--- config.mk ---
export PLATFORM = sky130hd
export DESIGN_NAME = sdram_arbmod
export DESIGN_NICKNAME = d
export VERILOG_FILES = /design/src/rtl/sdram_arb_pkg.sv /design/src/rtl/sdram_arb_pick.sv /design/src/rtl/sdram_arbmod.sv
export SDC_FILE = /design/constraint.sdc
export NUM_CORES = 1
export LEC_CHECK = 0
export CORE_MARGIN = 2
export CORE_UTILIZATION = 25
export CTS_CLUSTER_DIAMETER = 100
export CTS_CLUSTER_SIZE = 10
export DETAILED_ROUTE_END_ITERATION = 10
export PLACE_DENSITY = 0.59
export SLEW_MARGIN = 20
export SYNTH_ARGS = -nofsm -noshare
export SYNTH_HDL_FRONTEND = slang
export SYNTH_SLANG_ARGS = --single-unit
--- constraint.sdc ---
create_clock -name CLOCK -period 4.6 [get_ports CLOCK]
set_clock_uncertainty 0.05 [all_clocks]
set_input_delay 0.92 -clock CLOCK [delete_from_list [all_inputs] [get_ports CLOCK]]
set_output_delay 0.92 -clock CLOCK [all_outputs]
set_load 0.05 [all_outputs]
--- src/rtl/sdram_arb_pkg.sv ---
// Shared types and helpers for the two-client SDRAM arbiter.
package sdram_arb_pkg;

    typedef enum logic [1:0] {
        IDLE    = 2'd0,
        BUSY    = 2'd1,
        RELEASE = 2'd2
    } state_t;

    localparam int CALL_READ  = 0;
    localparam int CALL_WRITE = 1;
    localparam int CALL_CREAD = 2;
    localparam int CALL_W     = 3;

    // A malformed multi-bit call is reduced to its highest set bit.
    function automatic logic [CALL_W-1:0] reduceCall(input logic [CALL_W-1:0] call);
        logic [CALL_W-1:0] r;
        r = '0;
        if (call[CALL_CREAD])      r[CALL_CREAD] = 1'b1;
        else if (call[CALL_WRITE]) r[CALL_WRITE] = 1'b1;
        else if (call[CALL_READ])  r[CALL_READ]  = 1'b1;
        return r;
    endfunction

endpackage

--- src/rtl/sdram_arb_pick.sv ---
// Winner selection: client 0 has priority unless client 1 has waited MAX_RUN grants.
module sdram_arb_pick
    import sdram_arb_pkg::*;
#(
    parameter int MAX_RUN = 4
) (
    input  logic [CALL_W-1:0] call0,
    input  logic [CALL_W-1:0] call1,
    input  logic [3:0]        run,
    output logic              winner,
    output logic [CALL_W-1:0] callBits
);

    always_comb begin
        winner = 1'b0;
        if (call0 == '0)
            winner = 1'b1;
        else if (call1 != '0 && run == 4'(MAX_RUN))
            winner = 1'b1;
        callBits = reduceCall(winner ? call1 : call0);
    end

endmodule

--- src/rtl/sdram_arbmod.sv ---
// Two-client arbiter sharing one sdram_basemod call/done port.
// Optional busy watchdog enabled by defining SDRAM_ARB_WDOG_EN.
module sdram_arbmod
    import sdram_arb_pkg::*;
#(
    parameter int MAX_RUN     = 4,
    parameter int WDOG_CYCLES = 1024,
    parameter int AW          = 24,
    parameter int DW          = 16
) (
    input  logic              CLOCK,
    input  logic              RESET,
    input  logic [CALL_W-1:0] iCall0,
    input  logic [CALL_W-1:0] iCall1,
    output logic [CALL_W-1:0] oDone0,
    output logic [CALL_W-1:0] oDone1,
    input  logic [AW-1:0]     iAddr0,
    input  logic [AW-1:0]     iAddr1,
    input  logic [AW-1:0]     iAddrPage0,
    input  logic [AW-1:0]     iAddrPage1,
    input  logic [DW-1:0]     iData0,
    input  logic [DW-1:0]     iData1,
    output logic              oEn0,
    output logic              oEn1,
    output logic [DW-1:0]     oData0,
    output logic [DW-1:0]     oData1,
    output logic [CALL_W-1:0] oCall,
    input  logic [CALL_W-1:0] iDone,
    input  logic              iEn,
    input  logic [DW-1:0]     iData,
    output logic [AW-1:0]     oAddr,
    output logic [AW-1:0]     oAddrPage,
    output logic [DW-1:0]     oData,
    output logic              oErr
);

    state_t            state, nextState;
    logic              grant;
    logic [CALL_W-1:0] callLat;
    logic [CALL_W-1:0] doneR;
    logic [3:0]        run;
    logic              winner;
    logic [CALL_W-1:0] pickCall;
    logic              anyCall;
    logic              wdogTrip;
    logic              doneHit;

    sdram_arb_pick #(.MAX_RUN(MAX_RUN)) uPick (
        .call0    (iCall0),
        .call1    (iCall1),
        .run      (run),
        .winner   (winner),
        .callBits (pickCall)
    );

    assign anyCall = (iCall0 != '0) || (iCall1 != '0);

`ifdef SDRAM_ARB_WDOG_EN
    logic [15:0] wdogCnt;
    logic        errR;

    assign wdogTrip = (state == BUSY) && (wdogCnt == 16'(WDOG_CYCLES - 1));

    always_ff @(posedge CLOCK or posedge RESET) begin
        if (RESET) begin
            wdogCnt <= '0;
            errR    <= 1'b0;
        end else begin
            wdogCnt <= (state == BUSY) ? wdogCnt + 16'd1 : 16'd0;
            if (wdogTrip && iDone == '0)
                errR <= 1'b1;
        end
    end

    assign oErr = errR;
`else
    assign wdogTrip = 1'b0;
    assign oErr     = 1'b0;
`endif

    // A timeout completes the transaction like a real done so the client never hangs.
    assign doneHit = (iDone != '0) || wdogTrip;

    always_ff @(posedge CLOCK or posedge RESET) begin
        if (RESET) state <= IDLE;
        else       state <= nextState;
    end

    always_comb begin
        nextState = state;
        case (state)
            IDLE:    if (anyCall) nextState = BUSY;
            BUSY:    if (doneHit) nextState = RELEASE;
            RELEASE: nextState = IDLE;
            default: nextState = IDLE;
        endcase
    end

    always_ff @(posedge CLOCK or posedge RESET) begin
        if (RESET) begin
            grant     <= 1'b0;
            callLat   <= '0;
            doneR     <= '0;
            run       <= '0;
            oAddr     <= '0;
            oAddrPage <= '0;
            oData     <= '0;
        end else begin
            doneR <= '0;
            case (state)
                IDLE: begin
                    if (iCall1 == '0)
                        run <= '0;
                    if (anyCall) begin
                        grant     <= winner;
                        callLat   <= pickCall;
                        oAddr     <= winner ? iAddr1     : iAddr0;
                        oAddrPage <= winner ? iAddrPage1 : iAddrPage0;
                        oData     <= winner ? iData1     : iData0;
                        if (winner)
                            run <= '0;
                        else if (iCall1 != '0 && run != 4'(MAX_RUN))
                            run <= run + 4'd1;
                    end
                end
                BUSY: if (doneHit) doneR <= callLat;
                default: ;
            endcase
        end
    end

    assign oCall  = (state == BUSY) ? callLat : '0;
    assign oDone0 = grant ? '0 : doneR;
    assign oDone1 = grant ? doneR : '0;
    assign oEn0   = (state == BUSY) && iEn && !grant;
    assign oEn1   = (state == BUSY) && iEn && grant;
    assign oData0 = iData;
    assign oData1 = iData;

endmodule

Word-level counts from Yosys, hierarchy flattened:

Index checks and enable logic that the tools add are counted.

* multiplexer cells: 23
* equal/unequal tests: 5
* reduce and logical (&&, ||, !) cells: 15
* add/sub/neg operators: 1

Operators with widths (count)
* 24-bit two-way mux: 2
* 3-bit two-way mux: 6
* 16-bit two-way mux: 1
* 4-bit two-way mux: 4
* 3-bit nonzero test: 3
* 3-bit logical NOT: 2
* 1-bit two-way mux: 6
* 2-bit two-way mux: 3
* 1-bit logical AND: 5
* 4-bit by 1-bit adder with 4-bit output (second input constant): 1
* 4-bit by 3-bit equality test with 1-bit output (second input constant): 1
* 2-bit != test (second input constant): 2
* 4-bit by 3-bit != test with 1-bit output (second input constant): 1
* 2-bit case mux with 2 select lines: 1
* 2-bit AND reduction: 2
* 2-bit by 1-bit equality test with 1-bit output (second input constant): 1
* 2-bit logical NOT: 1
* 1-bit logical NOT: 1
* 1-bit logical OR: 1

* input port bits: 156
* flip-flop bits (word level): 77
* output and inout bits: 108

Longest topological paths before layout:

* depth after elaboration: 8
* mapped depth: 8

By module:

A second synthesis with hierarchy kept.

* cell total of the unflattened synthesis: 318
* area, all modules: 4240.3 um2

Modules (own cells, without submodules)
* sdram_arbmod: cells each 300, area each 4130.2 um2, instances 1
* sdram_arb_pick: cells each 18, area each 110.1 um2, instances 1

Worst setup path before layout:

OpenSTA, ideal clock, no wires.

* kind: input -> output
* start: input iEn
* end: output oEn0
* cell stages on the path: 2
* arrival time: 1606 ps
* path buffers: 0
* path slack: 2024 ps
* cell sequence: nand2_1 nor2_1

* cells in the longest elaborated chain, start to end: 2

RTL lines
* from (decl): line sdram_arbmod.sv:29 `input logic iEn,`
* 1-bit logical AND (2 in a row): line sdram_arbmod.sv:135 `assign oEn0 = (state == BUSY) && iEn && !grant;`
* to (decl): line sdram_arbmod.sv:23 `output logic oEn0,`

Every way passes these cells.

Worst setup path in the final report:

* start: input iEn
* end: output oEn1

* cells in the longest elaborated chain, start to end: 2

RTL lines
* 1-bit logical AND (2 in a row): line sdram_arbmod.sv:136 `assign oEn1 = (state == BUSY) && iEn && grant;`
* to (decl): line sdram_arbmod.sv:24 `output logic oEn1,`

Every way passes these cells.

==> results <==
- The flow ran to the end, and the final reports show no timing, DRC or antenna violations.
- The cell repeated most along the worst path is sky130_fd_sc_hd__clkdlybuf4s50_1.
- Counting instances, the worst hold path has a depth of 1.
- The initial antenna violation count is 0.
- The launch point of the worst hold path is state[1].
- The CTS tree is yes.
- The first routing iteration left 140 violations.
- The global-route usage over all layers is 0.137.
- Measured along the y axis, the die boundary spans 128 um.
- The biggest area consumer among synthesized cells is sky130_fd_sc_hd__dfrtp_1.
- The insertion delay of the later-clocked pin in the worst-skew pair is 0.33 ns.
- The count of final setup violators is 0.
- The number of buffers created by CTS is 9.
- The post-detailed-route count of antenna-violating nets is 0.
- The initial standard-cell utilization of the core is 0.255.
- In this run the worst hold path is classified as reg -> reg.
- The element type at the critical path end is an output port.
- The clock period minus final worst setup slack is 3.30 ns.
- The most common cell after layout, fill and taps aside is sky130_fd_sc_hd__clkdlybuf4s50_1.
- Of the total power, the share spent switching nets is 0.496.
- The number of detailed-route iterations in the first pass is 4.
- Of the cells placed in the final design, the portion with a size suffix greater than 1 is 0.0426.
- The final count of hold timing violations is 0.
- The share of synthesized registers carrying an async set or reset is 1.00.
- The cell total after placement is 807.
- The synthesized netlist occupies a cell area of 3860 um^2.
- The wire length of the first global-routing pass is 17,700 um.
- 264 I/O pins were placed.
- The average size of a mapped cell is 8.38 um^2.
- The number of nets in the final layout is 788.
- The critical path's largest stage delay is 0.79 ns.
- The total power density per cell area is 758 nW/um^2.
- The critical path start-end classification is in -> out.
- The final HPWL from detailed placement is 8560 um.
- The multi-input combinational cell area is 1570 um^2.
- The count of max-cap constraint violations is 0.
- Dividing the detail-routed via count by the number of cells gives 4.59.
- The primary flip-flop cell chosen by synthesis mapping is sky130_fd_sc_hd__dfrtp_1.
- In this run the core area contains 45 standard-cell rows.
- The number of global-route vias before repair came to 3,677.
- In this run, post-CTS hold repair placed 0 buffers.
- Data on the critical path arrives at its endpoint at 2.33 ns.
- Leaving out fill and tap cells, the most frequent cells in the layout are sky130_fd_sc_hd__clkdlybuf4s50_1 (214), sky130_fd_sc_hd__nand2_1 (135), sky130_fd_sc_hd__dfrtp_1 (77).
- The buffer depth of the longest clock path is 2.
- For the worst flop-to-flop path, the logic depth is 4.
- The final-layout setup total negative slack is 0 ns.
- In this run, synthesis inferred 0 flip-flops with an integrated enable.
- The routed wire length is 11,600 um.
- The start of the worst register-to-register path is state[0].
- The count of buffers inserted at the top-level ports is 214.
- Along the worst path, the maximum fanout reaches 2.
- The sequential standard cell area is 1930 um^2.
- The share of the Yosys chip area taken by registers is 0.499.
- The final count of pins violating max slew is 0.
- The total global routing overflow is 0.
- Cell internal power was estimated by the tool at 2.37 mW.
- The hold-critical path endpoint is state[0].
- The kind of start point of the critical path is a primary input.
- The floorplan step set the die width to 128 um.
- Synthesis produced 461 cells.
- The fraction of the cycle the final worst path needs is 0.718.
- The master cell of the clock root buffer is sky130_fd_sc_hd__clkbuf_16.
- The DRC violations left is 0.
- Routability-driven placement finished with a final weighted congestion of 0.789.
- After detailed routing, the average wire length per cell comes to 14.1 um.
- The tightest slew margin relative to the limit is 0.410.
- The total area inside the core boundary comes to 15,100 um^2.
- The share of synthesized area in the top cell type comes to 0.499.
- Traced cell by cell, the critical path runs through clkdlybuf4s50_1 > and3_1 > clkdlybuf4s50_1.
- Once the clock tree was built, the setup fixing pass inserted 0 buffers.
- The slack of the worst reg-to-reg path is 1.92 ns.
- The number of sinks on the clock net is 77.
- Once layout is complete, the cells apart from fillers number 822.
- The cell with the biggest individual delay on the critical path is sky130_fd_sc_hd__clkdlybuf4s50_1.
- After synthesis, the cell types taking the most area are sky130_fd_sc_hd__dfrtp_1 (50%), sky130_fd_sc_hd__nand2_1 (13%), sky130_fd_sc_hd__a31oi_1 (11%), sky130_fd_sc_hd__nor2_1 (7.2%), sky130_fd_sc_hd__buf_4 (6.6%).
- The actual transition at the worst max-transition pin is 0.885 ns.
- The worst register-to-register path ends at oAddr[18].
- Post-CTS repair changed the size of 0 cells.
- 0 antenna diodes ended up in the layout.
- The maximum number of pins on one net before global-route repair is 95.
- After layout, the worst setup slack is 1.30 ns.
- For this block, the via count after detailed routing is 3,769.
- Compared with the post-synthesis result, the final layout area differs by 60.6%.
- The power dissipated by switching net loads is 2.33 mW.
- The share of total power dissipated in the clock network is 0.141.
- The clock transition at the registers of the reported paths is 0.06 ns.
- The layout has 1,512 filler cells.
- The part of the total power dissipated in sequential elements is 0.259.
- The net count of the mapped netlist is 619.
- Setup repair after global routing left no endpoint under its margin.
- Timing would allow up to 303 MHz.
- The required time of the critical path is 3.63 ns.
- The combinational cell fraction of total power is 0.600.
- The number of different library cells used by synthesis comes to 34.
- The static leakage is 2.53 nW.
- VDD sags by at most 0.000315 V.
- The H-tree was split into 3 levels.
- The die covers 16,500 um^2.
- The worst slack at placement is 0.976 ns.
- The synthesis warning total is 0.
- Counting flops and latches in the post-synthesis netlist gives 77.
metal layers:
metal | GRT usage | share of wire | up-vias
met5 | 0 | 0 | -
met4 | 0.0730 | 0.027 | 0
met3 | 0.0359 | 0.078 | 34
met2 | 0.241 | 0.49 | 159
met1 | 0.151 | 0.41 | 1740
li1 | - | - | 1836
critical path: cells and delay by family:
family                 cells  cell delay [ns]
buffers and inverters      2             1.26
AND/OR/NAND/NOR            1             0.15
synthesized netlist by cell type, drive strengths merged (2+ instances only):
cell,number
and2,9
a21oi,3
or3,3
o21ai,5
nor2,74
buf,56
a31oi,65
ha,2
a22o,3
nand2,135
nor3,2
inv,3
clkbuf,4
dfrtp,77
xor2,2
nor2b,5
per-stage QoR:
step / hold WS [ns] / utilization / total power [mW] / area, um^2
after global placement: 0.420 / 0.391 / 4.03 / 5920
after detailed placement: 0.423 / 0.391 / 4.08 / 5920
after CTS: 0.440 / 0.410 / 4.77 / 6200
after global routing: 0.467 / 0.410 / 4.99 / 6200
after floorplan: 0.396 / - / 3.19 / 3860
final: 0.440 / 0.410 / 4.70 / 6200
kinds of logic after synthesis:
kind of cell,after synthesis,synth area share
other,1,0.000971
buffers and inverters,63,0.101
xor gates and xnor gates,3,0.00681
DFF,77,0.499
and+or+nand+nor,234,0.249
AOI/OAI and AO/OA,81,0.137
adders and majority gates,2,0.00648
sequential cells by signal (all words and copies together) (netlist names):
name,flops
callLat,3
doneR,3
grant,1
oAddr,24
oAddrPage,24
oData,16
run,4
state,2
power by group through the flow:
stage | clock network [mW] | logic (mW) | registers, mW
after floorplan | 0 | 0.996 | 2.19
after global placement | 0 | 2.81 | 1.22
after CTS | 0.692 | 2.86 | 1.22
after global routing | 0.720 | 3.01 | 1.26
final | 0.662 | 2.82 | 1.22
after detailed placement | 0 | 2.85 | 1.23
how the worst max path moves through the flow:
| stage | startpoint | endpoint | slack (ns) | cells past startpoint |
|---|---|---|---|---|
| after floorplan | RESET | callLat[0] | 1.66 | 1 |
| after global placement | iCall1[1] | oAddr[11] | 1.02 | 6 |
| after detailed placement | iCall0[1] | oData[5] | 0.98 | 5 |
| after CTS | iEn | oEn1 | 1.29 | 3 |
| after global routing | iCall0[1] | oAddrPage[0] | 1.09 | 6 |
| final | iEn | oEn1 | 1.30 | 3 |
final cells by class:
| cell class | count | area share |
|---|---|---|
| clock inverter | 3 | 0.00343 |
| sequential | 77 | 0.311 |
| tap | 188 | 0.0379 |
| inverter | 3 | 0.00202 |
| timing repair buffer | 218 | 0.352 |
| multi-input combinational | 321 | 0.252 |
| clock buffer | 12 | 0.0414 |
(Power assumes the default switching activity.)
